[config.mk]
export PLATFORM = sky130hd
export DESIGN_NAME = reg_arb_mux
export DESIGN_NICKNAME = d
export VERILOG_FILES = /design/src/rtl/reg_arb_mux_pkg.sv /design/src/rtl/reg_arb_mux_rr_pick.sv /design/src/rtl/reg_arb_mux.sv
export SDC_FILE = /design/constraint.sdc
export NUM_CORES = 1
export LEC_CHECK = 0
export ABC_AREA = 1
export BUFFER_PORTS_ARGS = -buffer_cell sky130_fd_sc_hd__buf_2
export CORE_ASPECT_RATIO = 1.2
export CORE_MARGIN = 2
export CORE_UTILIZATION = 29
export CTS_BUF_LIST = sky130_fd_sc_hd__clkbuf_4
export DETAILED_ROUTE_END_ITERATION = 12
export PLACE_DENSITY_LB_ADDON = 0.2
export SYNTH_ARGS = -nofsm -noshare
export SYNTH_HDL_FRONTEND = slang
export SYNTH_SLANG_ARGS = --single-unit
[constraint.sdc]
create_clock -name clk -period 7.09 [get_ports clk]
set_clock_uncertainty 0.2 [all_clocks]
set_input_delay 0.3545 -clock clk [delete_from_list [all_inputs] [get_ports clk]]
set_output_delay 0.3545 -clock clk [all_outputs]
set_load 0.1 [all_outputs]
[src/rtl/reg_arb_mux_pkg.sv]
// Shared constants for the registered N:1 arbitrating mux.
//   MODE_SELECT / MODE_RR : values of the mode input
//   DEF_WIDTH / DEF_CHANNELS : default datapath geometry
package reg_arb_mux_pkg;
  localparam logic MODE_SELECT = 1'b0;
  localparam logic MODE_RR     = 1'b1;

  localparam int DEF_WIDTH    = 16;
  localparam int DEF_CHANNELS = 8;
endpackage

[src/rtl/reg_arb_mux_rr_pick.sv]
// rr_pick: combinational circular search of a valid vector.
//   valid [CHANNELS] : request vector
//   start [SEL_W]    : first index to examine (must be < CHANNELS)
//   found            : some bit of valid is set
//   idx   [SEL_W]    : first set index at or after start, wrapping to 0
module rr_pick #(
  parameter int CHANNELS = 8,
  parameter int SEL_W    = $clog2(CHANNELS)
) (
  input  logic [CHANNELS-1:0] valid,
  input  logic [SEL_W-1:0]    start,
  output logic                found,
  output logic [SEL_W-1:0]    idx
);
  always_comb begin
    int j;
    j     = 0;
    found = 1'b0;
    idx   = '0;
    for (int k = 0; k < CHANNELS; k++) begin
      j = int'(start) + k;
      if (j >= CHANNELS) j = j - CHANNELS;
      if (!found && valid[j]) begin
        found = 1'b1;
        idx   = SEL_W'(j);
      end
    end
  end
endmodule

[src/rtl/reg_arb_mux.sv]
// reg_arb_mux: registered CHANNELS:1 word mux with valid/ready handshakes.
// Picks a channel by explicit select (mode=0) or round-robin (mode=1) and
// holds the result in a single output register stage.
//   clk, rst_n        : clock, synchronous active-low reset
//   enable            : low flushes the output register and blocks traffic
//   mode, sel         : selection policy and direct-select index
//   in_data/in_valid  : packed channel words and their valids
//   in_ready          : one-hot (or zero) accept back to producers
//   out_data/out_ch   : registered word and the channel that supplied it
//   out_valid/out_ready : output handshake
//   out_parity        : even parity of out_data (only with REG_ARB_MUX_PARITY_EN)
module reg_arb_mux
  import reg_arb_mux_pkg::*;
#(
  parameter int WIDTH    = DEF_WIDTH,
  parameter int CHANNELS = DEF_CHANNELS,
  parameter int SEL_W    = $clog2(CHANNELS)
) (
  input  logic                      clk,
  input  logic                      rst_n,
  input  logic                      enable,
  input  logic                      mode,
  input  logic [SEL_W-1:0]          sel,
  input  logic [CHANNELS*WIDTH-1:0] in_data,
  input  logic [CHANNELS-1:0]       in_valid,
  output logic [CHANNELS-1:0]       in_ready,
  output logic [WIDTH-1:0]          out_data,
  output logic [SEL_W-1:0]          out_ch,
  output logic                      out_valid,
  input  logic                      out_ready
`ifdef REG_ARB_MUX_PARITY_EN
  , output logic                    out_parity
`endif
);
  localparam int EXT = 1 << SEL_W;

  logic [CHANNELS-1:0][WIDTH-1:0] din;
  logic [EXT-1:0]                 valid_ext;
  logic [SEL_W-1:0]               rr_ptr;
  logic                           rr_found, has_cand, load, grant;
  logic [SEL_W-1:0]               rr_idx, cand;

  assign din = in_data;
  // Zero-extend so any sel value indexes safely; selects past CHANNELS see 0.
  assign valid_ext = EXT'(in_valid);

  rr_pick #(.CHANNELS(CHANNELS), .SEL_W(SEL_W)) u_pick (
    .valid (in_valid),
    .start (rr_ptr),
    .found (rr_found),
    .idx   (rr_idx)
  );

  always_comb begin
    cand     = '0;
    has_cand = 1'b0;
    if (mode == MODE_RR) begin
      cand     = rr_idx;
      has_cand = rr_found;
    end else begin
      cand     = sel;
      has_cand = valid_ext[sel];
    end
  end

  // rst_n gates load so no producer sees an accept while reset is held.
  assign load  = rst_n && enable && (!out_valid || out_ready);
  assign grant = load && has_cand;

  always_comb begin
    in_ready = '0;
    for (int i = 0; i < CHANNELS; i++)
      in_ready[i] = grant && (cand == SEL_W'(i));
  end

  always_ff @(posedge clk) begin
    if (!rst_n) begin
      out_valid <= 1'b0;
      out_data  <= '0;
      out_ch    <= '0;
      rr_ptr    <= '0;
    end else if (!enable) begin
      out_valid <= 1'b0;
      out_data  <= '0;
      out_ch    <= '0;
    end else if (load) begin
      out_valid <= has_cand;
      if (has_cand) begin
        out_data <= din[cand];
        out_ch   <= cand;
        if (mode == MODE_RR)
          rr_ptr <= (cand == SEL_W'(CHANNELS-1)) ? '0 : cand + 1'b1;
      end
    end
  end

`ifdef REG_ARB_MUX_PARITY_EN
  always_ff @(posedge clk) begin
    if (!rst_n || !enable) out_parity <= 1'b0;
    else if (grant)        out_parity <= ^din[cand];
  end
`endif
endmodule

==> flow_summary.toml <==
[timing]
hold_viol = 0
rsz0062_at_grt = "false"
fin_crit_sh_pct = 71.1
fin_hold_ws_ns = 0.0699
finalSetupViolCount = 0
slew-limit-headroom_pct = 53.9
worst_slew_pin_slew_ns = 0.689
tns_ns = 0
drv_slew = 0
fin_crit_ns = 5.04
max_freq_mhz = 198

[global_routing]
grt_pass1_vias = 4654
grt_use_total_pct = 19.6
antenna_found_initial = 0
grt_pass1_wl_mm = 21.9
overflow = 0
grt_max_degree = 66

[logic_synthesis]
ys_ff_latch = 23
synth_area_mm2 = 0.00370
synth.avg_cell_area_um2 = 5.21
yosys_warnings = 0
synth_cell_types = 31
synthesis.nets = 858
netlist_instances = 711
yosys-top-cells-area = "nand3_1 24%, nand2_1 22%, inv_1 15%"
synth_top_area_share_pct = 24.3
seq_area_frac_synth_pct = 12.4
synth_top_area_cell = "nand3_1"

[detailed_routing]
wl_mm = 13.5
via_per_inst = 4.70
ant_nets = 0
firstDrtPassIters = 5
drc = 0
drtIter0Drc = 231
vias = 4779
routedWlPerCell_um = 13.2

[hold_path]
min_path_type = "input port to flop"

[clock_tree]
root_buffer = "clkbuf_4"
cts_inserted_buffers = 3
clock-sinks = 23
post_cts_resized = 0
cts_htree_levels = 1
cts_tree = "yes"
ctsHoldBuffers = 0
clockBufferDepth = 2
post_cts_buffers = 0
clk_pin_slew_ns = 0.14
insertion_delay_ns = 0.31

[worst_setup_path]
crit_arrival_ns = 4.49
crit_buf_inv = 5
cp_max_fo = 26
endpoint_kind = "output pin"
cpPeakStageDelay_ns = 0.67
crit_path_start_kind = "flop"
crit_chain = "inv_2 -> ha_1 -> inv_2 -> nand3_1 -> nand2_1 -> nor2_1 -> a31oi_4 -> inv_2 -> nor2_4 -> nand2_1 -> o21ai_1 -> nand2_1 -> nand3_2 -> a21oi_4 -> inv_1 -> nor2_1 -> buf_2"
path_class = "flop to output pin"
critical_path_required_ns = 6.54
critPathTopFamily = "simple AND/OR/NAND/NOR gates"
cpMaxStageDelayCell = "dfxtp_1"

[power_and_ir_drop]
pwr_density_cell_mw_per_mm2 = 125
p_leak_nw = 2.92
vdd_ir_drop_max_v = 0.0000606

[final_layout]
layout.nets = 1001
fin_util_pct = 36.6
multiInputGateArea_mm2 = 0.00243
final_area_mm2 = 0.00460
final_cells = 1017
layout_common_cells = "212 x nand2_1, 180 x nand3_1, 171 x buf_2"
n_antenna_cell = 0
drive_gt1_share_pct = 24.7
fill_cells = 1487
area_delta_synth_final_pct = 24.2
regArea_um2 = 460
final_common_cell = "nand2_1"

[placed_design]
dpl.hpwl_mm = 10.7
port_buffers = 171
gp_congestion = 0.890
placedCellCount = 1013
placed_area_mm2 = 0.00457

[die]
start_util_pct = 29.5
row_count = 45
die_x_um = 107
pin_count = 172
chipHeight_um = 128
dieArea_mm2 = 0.0137
core_mm2 = 0.0126

[outcome]
status = "finished, final reports clean"

[flow_run]
drv_cap = 0
==> synthesized netlist by cell type, drive strengths merged <==
cell type  instances
nand3b            16
dfxtp             23
a31oi              2
nor2              30
clkbuf             7
xnor2              1
a21oi              2
nand2            223
nand3            185
clkinv             1
o21ai             16
xor2               3
nor3               4
o22ai              2
ha                 3
buf               30
nand4              9
inv              154
==> worst min-delay path: cells and delay by family <==
family                 cells  cell delay, ns
buffers and inverters      2            0.16
and+or+nand+nor            1            0.06
==> sequential cells by signal, summed over array words and instances (netlist names) <==
signal and cells:
out_valid 1, out_ch 3, out_data 16, rr_ptr 3
==> worst paths after layout <==
path | from | to | slack [ns] | cells after the start
worst min register to register | out_ch[2] | out_ch[2] | 0.31 | 2
worst max register to register | rr_ptr[0] | out_data[12] | 2.94 | 21
worst max-delay path | rr_ptr[0] | in_ready[6] | 2.05 | 17
worst min-delay path | rst_n | rr_ptr[2] | 0.07 | 3
==> where the power goes <==
| group | total [mW] | switching (mW) | internal, mW |
|---|---|---|---|
| clock | 0.0680 | 0.0464 | 0.0216 |
| sequential | 0.139 | 0.00526 | 0.134 |
| combinational | 0.367 | 0.250 | 0.118 |
==> cell families (layout without fill, tap and decap cells) <==
group	Yosys count	in the layout	synth area share [%]
AND/OR/NAND/NOR	467	467	58.7
buffers and inverters	192	334	21.9
XOR/XNOR	4	4	2.16
flip-flops	23	23	12.4
AO/OA/AOI/OAI	22	22	3.82
adder cells (fa/ha/maj)	3	3	1.01
==> per-layer routing <==
layer / track usage (%) / routed length [µm] / vias to the layer above
met1: 22.6 / 5220 / 2107
li1: - / - / 2481
met2: 36.8 / 6950 / 172
met4: 4.89 / 344 / 0
met5: 0 / 0 / -
met3: 3.66 / 947 / 19
==> through the flow <==
step / setup slack (ns) / power, mW
3_5_place_dp: 2.43 / 0.513
3_3_place_gp: 2.51 / 0.515
2_1_floorplan: 2.74 / 0.413
5_1_grt: 1.62 / 0.630
6_report: 2.05 / 0.574
4_1_cts: 2.03 / 0.583
==> cell type report <==
type                            count  share of cell area (%)
Clock inverter                      1                   0.163
Timing Repair Buffer              175                    19.3
Multi-Input combinational cell    496                    53.0
Tap cell                          164                    4.46
Inverter                          155                    12.7
Clock buffer                        3                   0.490
Sequential cell                    23                    10.0
Note: power is estimated with default switching activity, not from simulation.
